<file path="config.mk">
export PLATFORM = sky130hd
export DESIGN_NAME = buzz_pattern_driver
export DESIGN_NICKNAME = d
export VERILOG_FILES = /design/src/rtl/buzz_pattern_driver.sv
export SDC_FILE = /design/constraint.sdc
export NUM_CORES = 1
export LEC_CHECK = 0
export CELL_PAD_IN_SITES_DETAIL_PLACEMENT = 2
export CELL_PAD_IN_SITES_GLOBAL_PLACEMENT = 2
export CORE_MARGIN = 2
export CORE_UTILIZATION = 32
export CTS_CLUSTER_SIZE = 30
export DETAILED_ROUTE_END_ITERATION = 8
export DONT_BUFFER_PORTS = 1
export PLACE_DENSITY = 0.66
export SYNTH_ARGS = -nofsm -noshare
export SYNTH_HDL_FRONTEND = slang
export SYNTH_SLANG_ARGS = --single-unit
</file>
<file path="constraint.sdc">
create_clock -name clk -period 1.3 [get_ports clk]
set_input_delay 0.13 -clock clk [delete_from_list [all_inputs] [get_ports clk]]
set_output_delay 0.13 -clock clk [all_outputs]
set_load 0.05 [all_outputs]
</file>
<file path="src/rtl/buzz_pattern_driver.sv">
// buzz_pattern_driver: turns the b1/b2 alarm request levels into a square-wave piezo drive.
//   b1 -> fixed burst of BEEPS beeps (ON_CYC on, OFF_CYC silent), tone half-period TONE_DIV.
//   b2 -> continuous tone, half-period TONE_DIV/2, pre-empts any b1 burst.
// Ports:
//   clk        system clock, rising edge
//   rst        synchronous active-high reset
//   b1, b2     alarm request levels (registered once before use)
//   mute       (only with BUZZ_MUTE_EN) forces tone low without disturbing timing
//   tone       square-wave drive to the buzzer pin
//   busy       high whenever the FSM is not idle
//   mode       current state: 0 idle, 1 beep-on, 2 beep-off, 3 continuous
//   burst_done one-cycle pulse when a b1 burst completes
// Optional feature macro: BUZZ_MUTE_EN (adds the mute input).
module buzz_pattern_driver #(
  parameter int unsigned TONE_DIV = 4,
  parameter int unsigned ON_CYC   = 16,
  parameter int unsigned OFF_CYC  = 8,
  parameter int unsigned BEEPS    = 3
) (
  input  logic       clk,
  input  logic       rst,
  input  logic       b1,
  input  logic       b2,
`ifdef BUZZ_MUTE_EN
  input  logic       mute,
`endif
  output logic       tone,
  output logic       busy,
  output logic [1:0] mode,
  output logic       burst_done
);

  localparam int unsigned PhaseMax = (ON_CYC > OFF_CYC) ? ON_CYC : OFF_CYC;
  localparam int unsigned PhaseW   = (PhaseMax > 1) ? $clog2(PhaseMax) : 1;
  localparam int unsigned BeepW    = (BEEPS > 1) ? $clog2(BEEPS) : 1;
  localparam int unsigned DivW     = $clog2(TONE_DIV);

  localparam logic [PhaseW-1:0] OnLast   = PhaseW'(ON_CYC - 1);
  localparam logic [PhaseW-1:0] OffLast  = PhaseW'(OFF_CYC - 1);
  localparam logic [BeepW-1:0]  BeepLast = BeepW'(BEEPS - 1);
  localparam logic [DivW-1:0]   DivLast  = DivW'(TONE_DIV - 1);
  localparam logic [DivW-1:0]   HalfLast = DivW'(TONE_DIV / 2 - 1);

  typedef enum logic [1:0] {
    StIdle    = 2'd0,
    StBeepOn  = 2'd1,
    StBeepOff = 2'd2,
    StCont    = 2'd3
  } state_e;

  state_e            state_q, state_d;
  logic              b1_q, b2_q;
  logic [PhaseW-1:0] phase_cnt_q, phase_cnt_d;
  logic [BeepW-1:0]  beep_cnt_q, beep_cnt_d;
  logic [DivW-1:0]   div_cnt_q, div_cnt_d;
  logic              tone_q, tone_d;
  logic              burst_done_q, burst_done_d;

  always_ff @(posedge clk) begin
    if (rst) begin
      state_q      <= StIdle;
      b1_q         <= 1'b0;
      b2_q         <= 1'b0;
      phase_cnt_q  <= '0;
      beep_cnt_q   <= '0;
      div_cnt_q    <= '0;
      tone_q       <= 1'b0;
      burst_done_q <= 1'b0;
    end else begin
      state_q      <= state_d;
      b1_q         <= b1;
      b2_q         <= b2;
      phase_cnt_q  <= phase_cnt_d;
      beep_cnt_q   <= beep_cnt_d;
      div_cnt_q    <= div_cnt_d;
      tone_q       <= tone_d;
      burst_done_q <= burst_done_d;
    end
  end

  // Sequencing FSM: only the registered request copies are used.
  always_comb begin
    state_d      = state_q;
    phase_cnt_d  = phase_cnt_q;
    beep_cnt_d   = beep_cnt_q;
    burst_done_d = 1'b0;
    unique case (state_q)
      StIdle: begin
        phase_cnt_d = '0;
        beep_cnt_d  = '0;
        if (b2_q) begin
          state_d = StCont;
        end else if (b1_q) begin
          state_d = StBeepOn;
        end
      end
      StBeepOn: begin
        if (b2_q) begin
          state_d     = StCont;
          phase_cnt_d = '0;
          beep_cnt_d  = '0;
        end else if (phase_cnt_q == OnLast) begin
          state_d     = StBeepOff;
          phase_cnt_d = '0;
        end else begin
          phase_cnt_d = phase_cnt_q + 1'b1;
        end
      end
      StBeepOff: begin
        if (b2_q) begin
          state_d     = StCont;
          phase_cnt_d = '0;
          beep_cnt_d  = '0;
        end else if (phase_cnt_q == OffLast) begin
          phase_cnt_d = '0;
          if (beep_cnt_q == BeepLast) begin
            state_d      = StIdle;
            beep_cnt_d   = '0;
            burst_done_d = 1'b1;
          end else begin
            state_d    = StBeepOn;
            beep_cnt_d = beep_cnt_q + 1'b1;
          end
        end else begin
          phase_cnt_d = phase_cnt_q + 1'b1;
        end
      end
      StCont: begin
        phase_cnt_d = '0;
        beep_cnt_d  = '0;
        if (!b2_q) begin
          state_d = StIdle;
        end
      end
      default: state_d = StIdle;
    endcase
  end

  // Tone generator: restarts low on every entry to a sounding state, silent otherwise.
  always_comb begin
    tone_d    = 1'b0;
    div_cnt_d = '0;
    if ((state_d == StBeepOn || state_d == StCont) && state_d == state_q) begin
      if (div_cnt_q == ((state_q == StCont) ? HalfLast : DivLast)) begin
        tone_d    = ~tone_q;
        div_cnt_d = '0;
      end else begin
        tone_d    = tone_q;
        div_cnt_d = div_cnt_q + 1'b1;
      end
    end
  end

`ifdef BUZZ_MUTE_EN
  assign tone = tone_q & ~mute;
`else
  assign tone = tone_q;
`endif
  assign busy       = (state_q != StIdle);
  assign mode       = state_q;
  assign burst_done = burst_done_q;

endmodule

</file>
==> results.yml, run 1 <==
drt:
  routed_via_density: 5.237
  dr.pass1.iters: 3
  wirelength_um: 1848
  via_count: 597
  ant_nets: 0
  detail_route.wl_per_cell_um: 16.21
  drtIter0Drc: 2
  drc: 0
placement:
  dp_hpwl_um: 1218
  place_inst: 105
  finalWeightedCongestion: 0.7716
  portBuffers: 0
die:
  die_h_um: 50.04
  chipWidth_um: 50.04
  dieArea_um2: 2504
  initial_utilization_pct: 34.22
  num_rows: 16
  ios: 9
  core_area_um2: 1982
logic_synthesis:
  ys_types: 37
  yosys.area.top_type: "dfxtp_1"
  synth_cells: 74
  yosys-top-cells-area: "dfxtp_1, nand2b_1, nor2b_1"
  ys_warn_count: 0
  synth_seq_cells: 14
  async_flop_share_pct: 0
  yosys-top-cells-count: "dfxtp_1, nand2_1, nor2_1, nand2b_1, nor2b_1"
  synth_edf_count: 0
  synth_top_area_share_pct: 41.33
  synth_fp_nets: 79
  synth_seq_area_share_pct: 41.33
  syn_area_per_cell_um2: 9.164
  yosysMostFrequentCell: "dfxtp_1"
  synth-main-ff-cell: "dfxtp_1"
  synth_area_um2: 678.2
clocking:
  cts_buffers: 3
  ctsRootBufferMaster: "clkbuf_4"
  clock_latency_ns: 0.28
  clk_pin_slew_worst_paths_ns: 0.09
  tritoncts: "done"
  cts_htree_levels: 1
  clock_sinks: 14
  clock_path_buffers: 2
critical_path:
  critical_path_class: "reg2out"
  worstPathRequired_ns: 1.17
  path_max_fanout: 7
  max_stage_delay_ns: 0.36
  setup.worst_path.end_class: "output pin"
  critPathSlowestCell: "dfxtp_4"
  cp-startpoint: "mode[0]$_SDFF_PP0_"
  cp.arrival_ns: 1.11
  rr_startpoint: "phase_cnt_q[0]$_SDFF_PP0_"
  cp_cell_sequence: "buf_4 > or2_4"
  crit_path_start_kind: "flip-flop"
status:
  outcome: "completed"
finish:
  nets: 93
  regArea_um2: 286.5
  syn2layout_area_growth_pct: 25.83
  layout-drive-gt1-share_pct: 26.44
  layout.cells.non_filler: 114
  multiInputGateArea_um2: 396.6
  n_antenna_cell: 0
  filler_cell_count: 220
power_and_ir_drop:
  p_seq_share_pct: 49.9
  max-vdd-ir-drop_mv: 0.7591
  clkPwrFrac_pct: 34.2
  power.leakage_nw: 0.3004
  p_sw_w: 0.0002546
  comb_power_share_pct: 16.0
  power_w: 0.0009310
  p_sw_share_pct: 27.34
  p_int_w: 0.0006764
  powerDensity_nw_per_um2: 1091
run:
  maxCapViolCount: 0
grt:
  grt_first_pass_wirelength_um: 3001
  grt_pass1_vias: 640
  grt_overflow: 0
  grt_usage_pct: 16.36
  grt_antenna_before_repair: 0
  grt_max_degree: 14
timing:
  clock.fmax_ghz: 0.8044
  finalMaxSlewViolations: 0
  hold_viol: 0
  relSlewSlack_pct: 67.54
  fin_crit_ns: 1.243
  worst_pin_slew_ns: 0.4862
  fin_skew_ns: 0.002793
  tns_ns: 0
  setup_viol: 0
  min_period_over_period_pct: 95.63
min_path:
  min_from: "rst"
  hold_path_class: "in2reg"
-- flip-flops by register name, summed over array words and instances, names as in the netlist --
register / flops
phase_cnt_q: 4
beep_cnt_q: 2
div_cnt_q: 2
mode: 2
b1_q: 1
b2_q: 1
burst_done: 1
tone: 1
-- final timing paths --
check                               end  slack, ns  cells after the start
max                                busy       0.06                      2
min reg2reg  beep_cnt_q[1]$_SDFFE_PP0P_       0.51                      2
min          beep_cnt_q[0]$_SDFFE_PP0P_       0.05                      2
max reg2reg          mode[1]$_SDFF_PP0_       0.06                      4
-- final cells by class --
class | instances | share of cell area, %
Multi-Input combinational cell | 56 | 46.48
Sequential cell | 14 | 33.58
Timing Repair Buffer | 11 | 10.85
Clock buffer | 4 | 4.252
Tap cell | 27 | 3.959
Inverter | 2 | 0.8798
-- cell usage in the layout (no fill, tap or decap), drive strengths merged, types with 3 or more instances in the layout --
master | netlist | routed
nor2b | 4 | 4
nor2 | 6 | 6
nand2b | 4 | 4
a21oi | 3 | 3
buf | 1 | 7
dfxtp | 14 | 14
o211ai | 3 | 3
o22ai | 3 | 3
clkbuf | 1 | 4
nand2 | 6 | 6
dlygate4sd3 | 0 | 4
-- critical path: cells and delay by family (launching register included) --
family        cells  cell delay [ns]
buf+inv           1             0.15
flops             1             0.36
simple gates      1             0.32
-- power by group through the flow --
stage / sequential (W) / clock [W] / combinational (W)
CTS: 0.000467 / 0.000335 / 0.000133
detailed placement: 0.000477 / 0 / 0.000122
floorplan: 0.000484 / 0 / 0.0000852
finish: 0.000464 / 0.000318 / 0.000149
global placement: 0.000476 / 0 / 0.000119
global route: 0.000467 / 0.000361 / 0.000161
-- per-layer routing --
metal | track usage [%] | vias up | wire [µm]
li1 | - | 293 | -
met1 | 18.76 | 290 | 782
met2 | 28.51 | 14 | 978
met3 | 6.667 | 0 | 87
met4 | 2.778 | 0 | 0
met5 | 0 | - | 0
-- timing repair --
action | 4_1_cts | 5_1_grt
pin swaps | 1 | 3
hold buffers | 3 | 1
endpoints found under the hold margin | 4 | 1
cloned | 0 | 0
gates resized for setup | 1 | 6
setup buffers | 0 | 1
endpoints found under the setup margin | 1 | 9
-- cell families (layout without fill, tap and decap cells) --
kind of cell,count (synthesis),in the layout,share of synthesized area [%]
buffers and inverters,4,17,3.505
xor gates and xnor gates,2,2,2.583
adders and majority gates,1,1,1.845
DFF,14,14,41.33
AOI/OAI and AO/OA,19,19,21.77
and+or+nand+nor,34,34,28.97
-- metrics by stage --
| step | setup WS [ns] | hold WS [ns] | utilization, % | instance area [µm²] |
|---|---|---|---|---|
| final | 0.05683 | 0.04554 | 43.06 | 853.3 |
| after global placement | 0.1084 | 0.1899 | 37.50 | 743.2 |
| after floorplan | 0.07132 | 0.1888 | - | 680.7 |
| after global routing | -0.009830 | 0.04424 | 43.06 | 853.3 |
| after CTS | 0.01777 | 0.006100 | 40.97 | 812.0 |
| after detailed placement | 0.05341 | 0.1916 | 37.50 | 743.2 |
Power figures use the tool's default switching activity.
==> run 2, diff against run 1 <==
GPL_TIMING_DRIVEN = 0   (was default)
REMOVE_ABC_BUFFERS = 1   (was default)
==> results.yml, run 2 (synthesized netlist as in run 1, its figures left out) <==
status:
  outcome: "completed"
critical_path:
  cp-startpoint: "phase_cnt_q[0]$_SDFF_PP0_"
  r2r_slack_ns: 0.07
  path_max_fanout: 6
  setup.worst_path.end_class: "flip-flop"
  crit_path_start_kind: "flip-flop"
  cp.arrival_ns: 1.42
  rr_startpoint: "phase_cnt_q[0]$_SDFF_PP0_"
  reg2reg_to: "mode[0]$_SDFF_PP0_"
  critical_path_class: "reg2reg"
  crit_end: "mode[0]$_SDFF_PP0_"
  worstPathRequired_ns: 1.49
  r2r_cells: 4
finish:
  final_cell_area_um2: 788.3
  layout_commonest_cell: "dfxtp_1"
  nets: 85
  filler_cell_count: 223
  multiInputGateArea_um2: 404.1
  syn2layout_area_growth_pct: 16.24
  layout_common_cells: "dfxtp_1, nor2_1, nand2_1, nand2b_1, nor2b_1"
  largest-register: "phase_cnt_q"
  regArea_um2: 290.3
  layout-drive-gt1-share_pct: 20.51
  n_antenna_cell: 0
  largest_register_ffs: 4
drt:
  drtIter0Drc: 3
  via_count: 560
  ant_nets: 0
  routed_via_density: 5.333
  dr.pass1.iters: 2
  detail_route.wl_per_cell_um: 14.61
  wirelength_um: 1534
  drc: 0
timing:
  fin_crit_ns: 1.227
  fin_ws_ns: 0.07292
  finalMaxSlewViolations: 0
  rsz0062_at_grt: "true"
  worst_pin_slew_ns: 0.5440
  relSlewSlack_pct: 63.68
  clock.fmax_ghz: 0.8149
  min_period_over_period_pct: 94.39
  hold_viol: 0
  setup_viol: 0
  fin_skew_ns: 0.0009147
die:
  chipWidth_um: 50.04
  ios: 9
  num_rows: 16
  dieArea_um2: 2504
  initial_utilization_pct: 34.22
  core_area_um2: 1982
  die_h_um: 50.04
power_and_ir_drop:
  powerDensity_nw_per_um2: 1047
  max-vdd-ir-drop_mv: 0.6686
  power.leakage_nw: 0.2545
grt:
  grt_overflow: 0
  grt_antenna_before_repair: 0
  grt_pass1_vias: 593
  grt_first_pass_wirelength_um: 2628
  grt_max_degree: 16
  grt_usage_pct: 14.47
placement:
  portBuffers: 0
  dpl-instance-area_um2: 695.7
  dp_hpwl_um: 1072
  finalWeightedCongestion: 0.7080
  dp_slack_ns: -0.4768
clocking:
  cts_htree_levels: 1
  clock_path_buffers: 2
  tritoncts: "done"
  ctsRootBufferMaster: "clkbuf_4"
  cts_buffers: 3
  clock_latency_ns: 0.28
  clk_pin_slew_worst_paths_ns: 0.07
  clock_sinks: 14
run:
  maxCapViolCount: 0
min_path:
  hold_path_class: "in2reg"
[run 2: report_power, final]
group	total, W	leakage (nW)	switching (W)	internal (W)
registers	0.000491	0.116	0.0000477	0.000443
clock network	0.000236	0.0138	0.000129	0.000107
logic	0.0000989	0.124	0.0000532	0.0000457
total	0.000826	0.254	0.000230	0.000596
[run 2: final cells by class]
| class | count | area share [%] |
|---|---|---|
| multi-input combinational | 56 | 51.27 |
| sequential | 14 | 36.83 |
| tap | 27 | 4.286 |
| timing repair buffer | 3 | 3.810 |
| clock buffer | 3 | 2.857 |
| inverter | 2 | 0.9524 |
[run 2: stage by stage]
stage / utilization, % / std cells / TNS (ns) / hold slack, ns / total power, W
2_1_floorplan: - / 72 / -1.824 / 0.1962 / 0.0005592
3_3_place_gp: 35.10 / 99 / -4.742 / 0.1997 / 0.0005768
3_5_place_dp: 35.10 / 99 / -4.926 / 0.2008 / 0.0005793
4_1_cts: 39.14 / 105 / 0 / 0.004938 / 0.0008302
5_1_grt: 39.77 / 105 / -0.03167 / 0.001645 / 0.0008789
6_report: 39.77 / 105 / 0 / 0.01200 / 0.0008257
[run 2: per-layer routing]
| metal | global-route usage (%) | vias up | share of wire, % |
|---|---|---|---|
| met1 | 15.58 | 269 | 42 |
| met2 | 24.12 | 12 | 51 |
| met4 | 6.944 | 0 | 0.91 |
| met3 | 6.061 | 2 | 5.6 |
| li1 | - | 277 | - |
| met5 | 0 | - | 0 |
[run 2: worst min path at each step]
| stage | from | to | slack [ns] | cells past startpoint |
|---|---|---|---|---|
| finish | rst | mode[1]$_SDFF_PP0_ | 0.01 | 1 |
| global route | rst | mode[1]$_SDFF_PP0_ | 0.002 | 1 |
| CTS | rst | mode[1]$_SDFF_PP0_ | 0.005 | 1 |
| detailed placement | rst | mode[0]$_SDFF_PP0_ | 0.20 | 1 |
| global placement | rst | mode[0]$_SDFF_PP0_ | 0.20 | 1 |
| floorplan | rst | mode[0]$_SDFF_PP0_ | 0.20 | 1 |
[run 2: timing repair]
action                                  CTS  global route
setup buffers                             0             0
cloned                                    0             0
pin swaps                                 0             2
endpoints found under the setup margin   14             6
hold buffers                              3             0
gates resized for setup                   9             3
hold endpoints to repair                  4             0
[run 2: worst max-delay path, cell delays in order, from the launching register on]
cell	delay (ns)
dfxtp_2	0.38
ha_4	0.19
and3b_4	0.23
nand3_1	0.10
a221oi_2	0.24
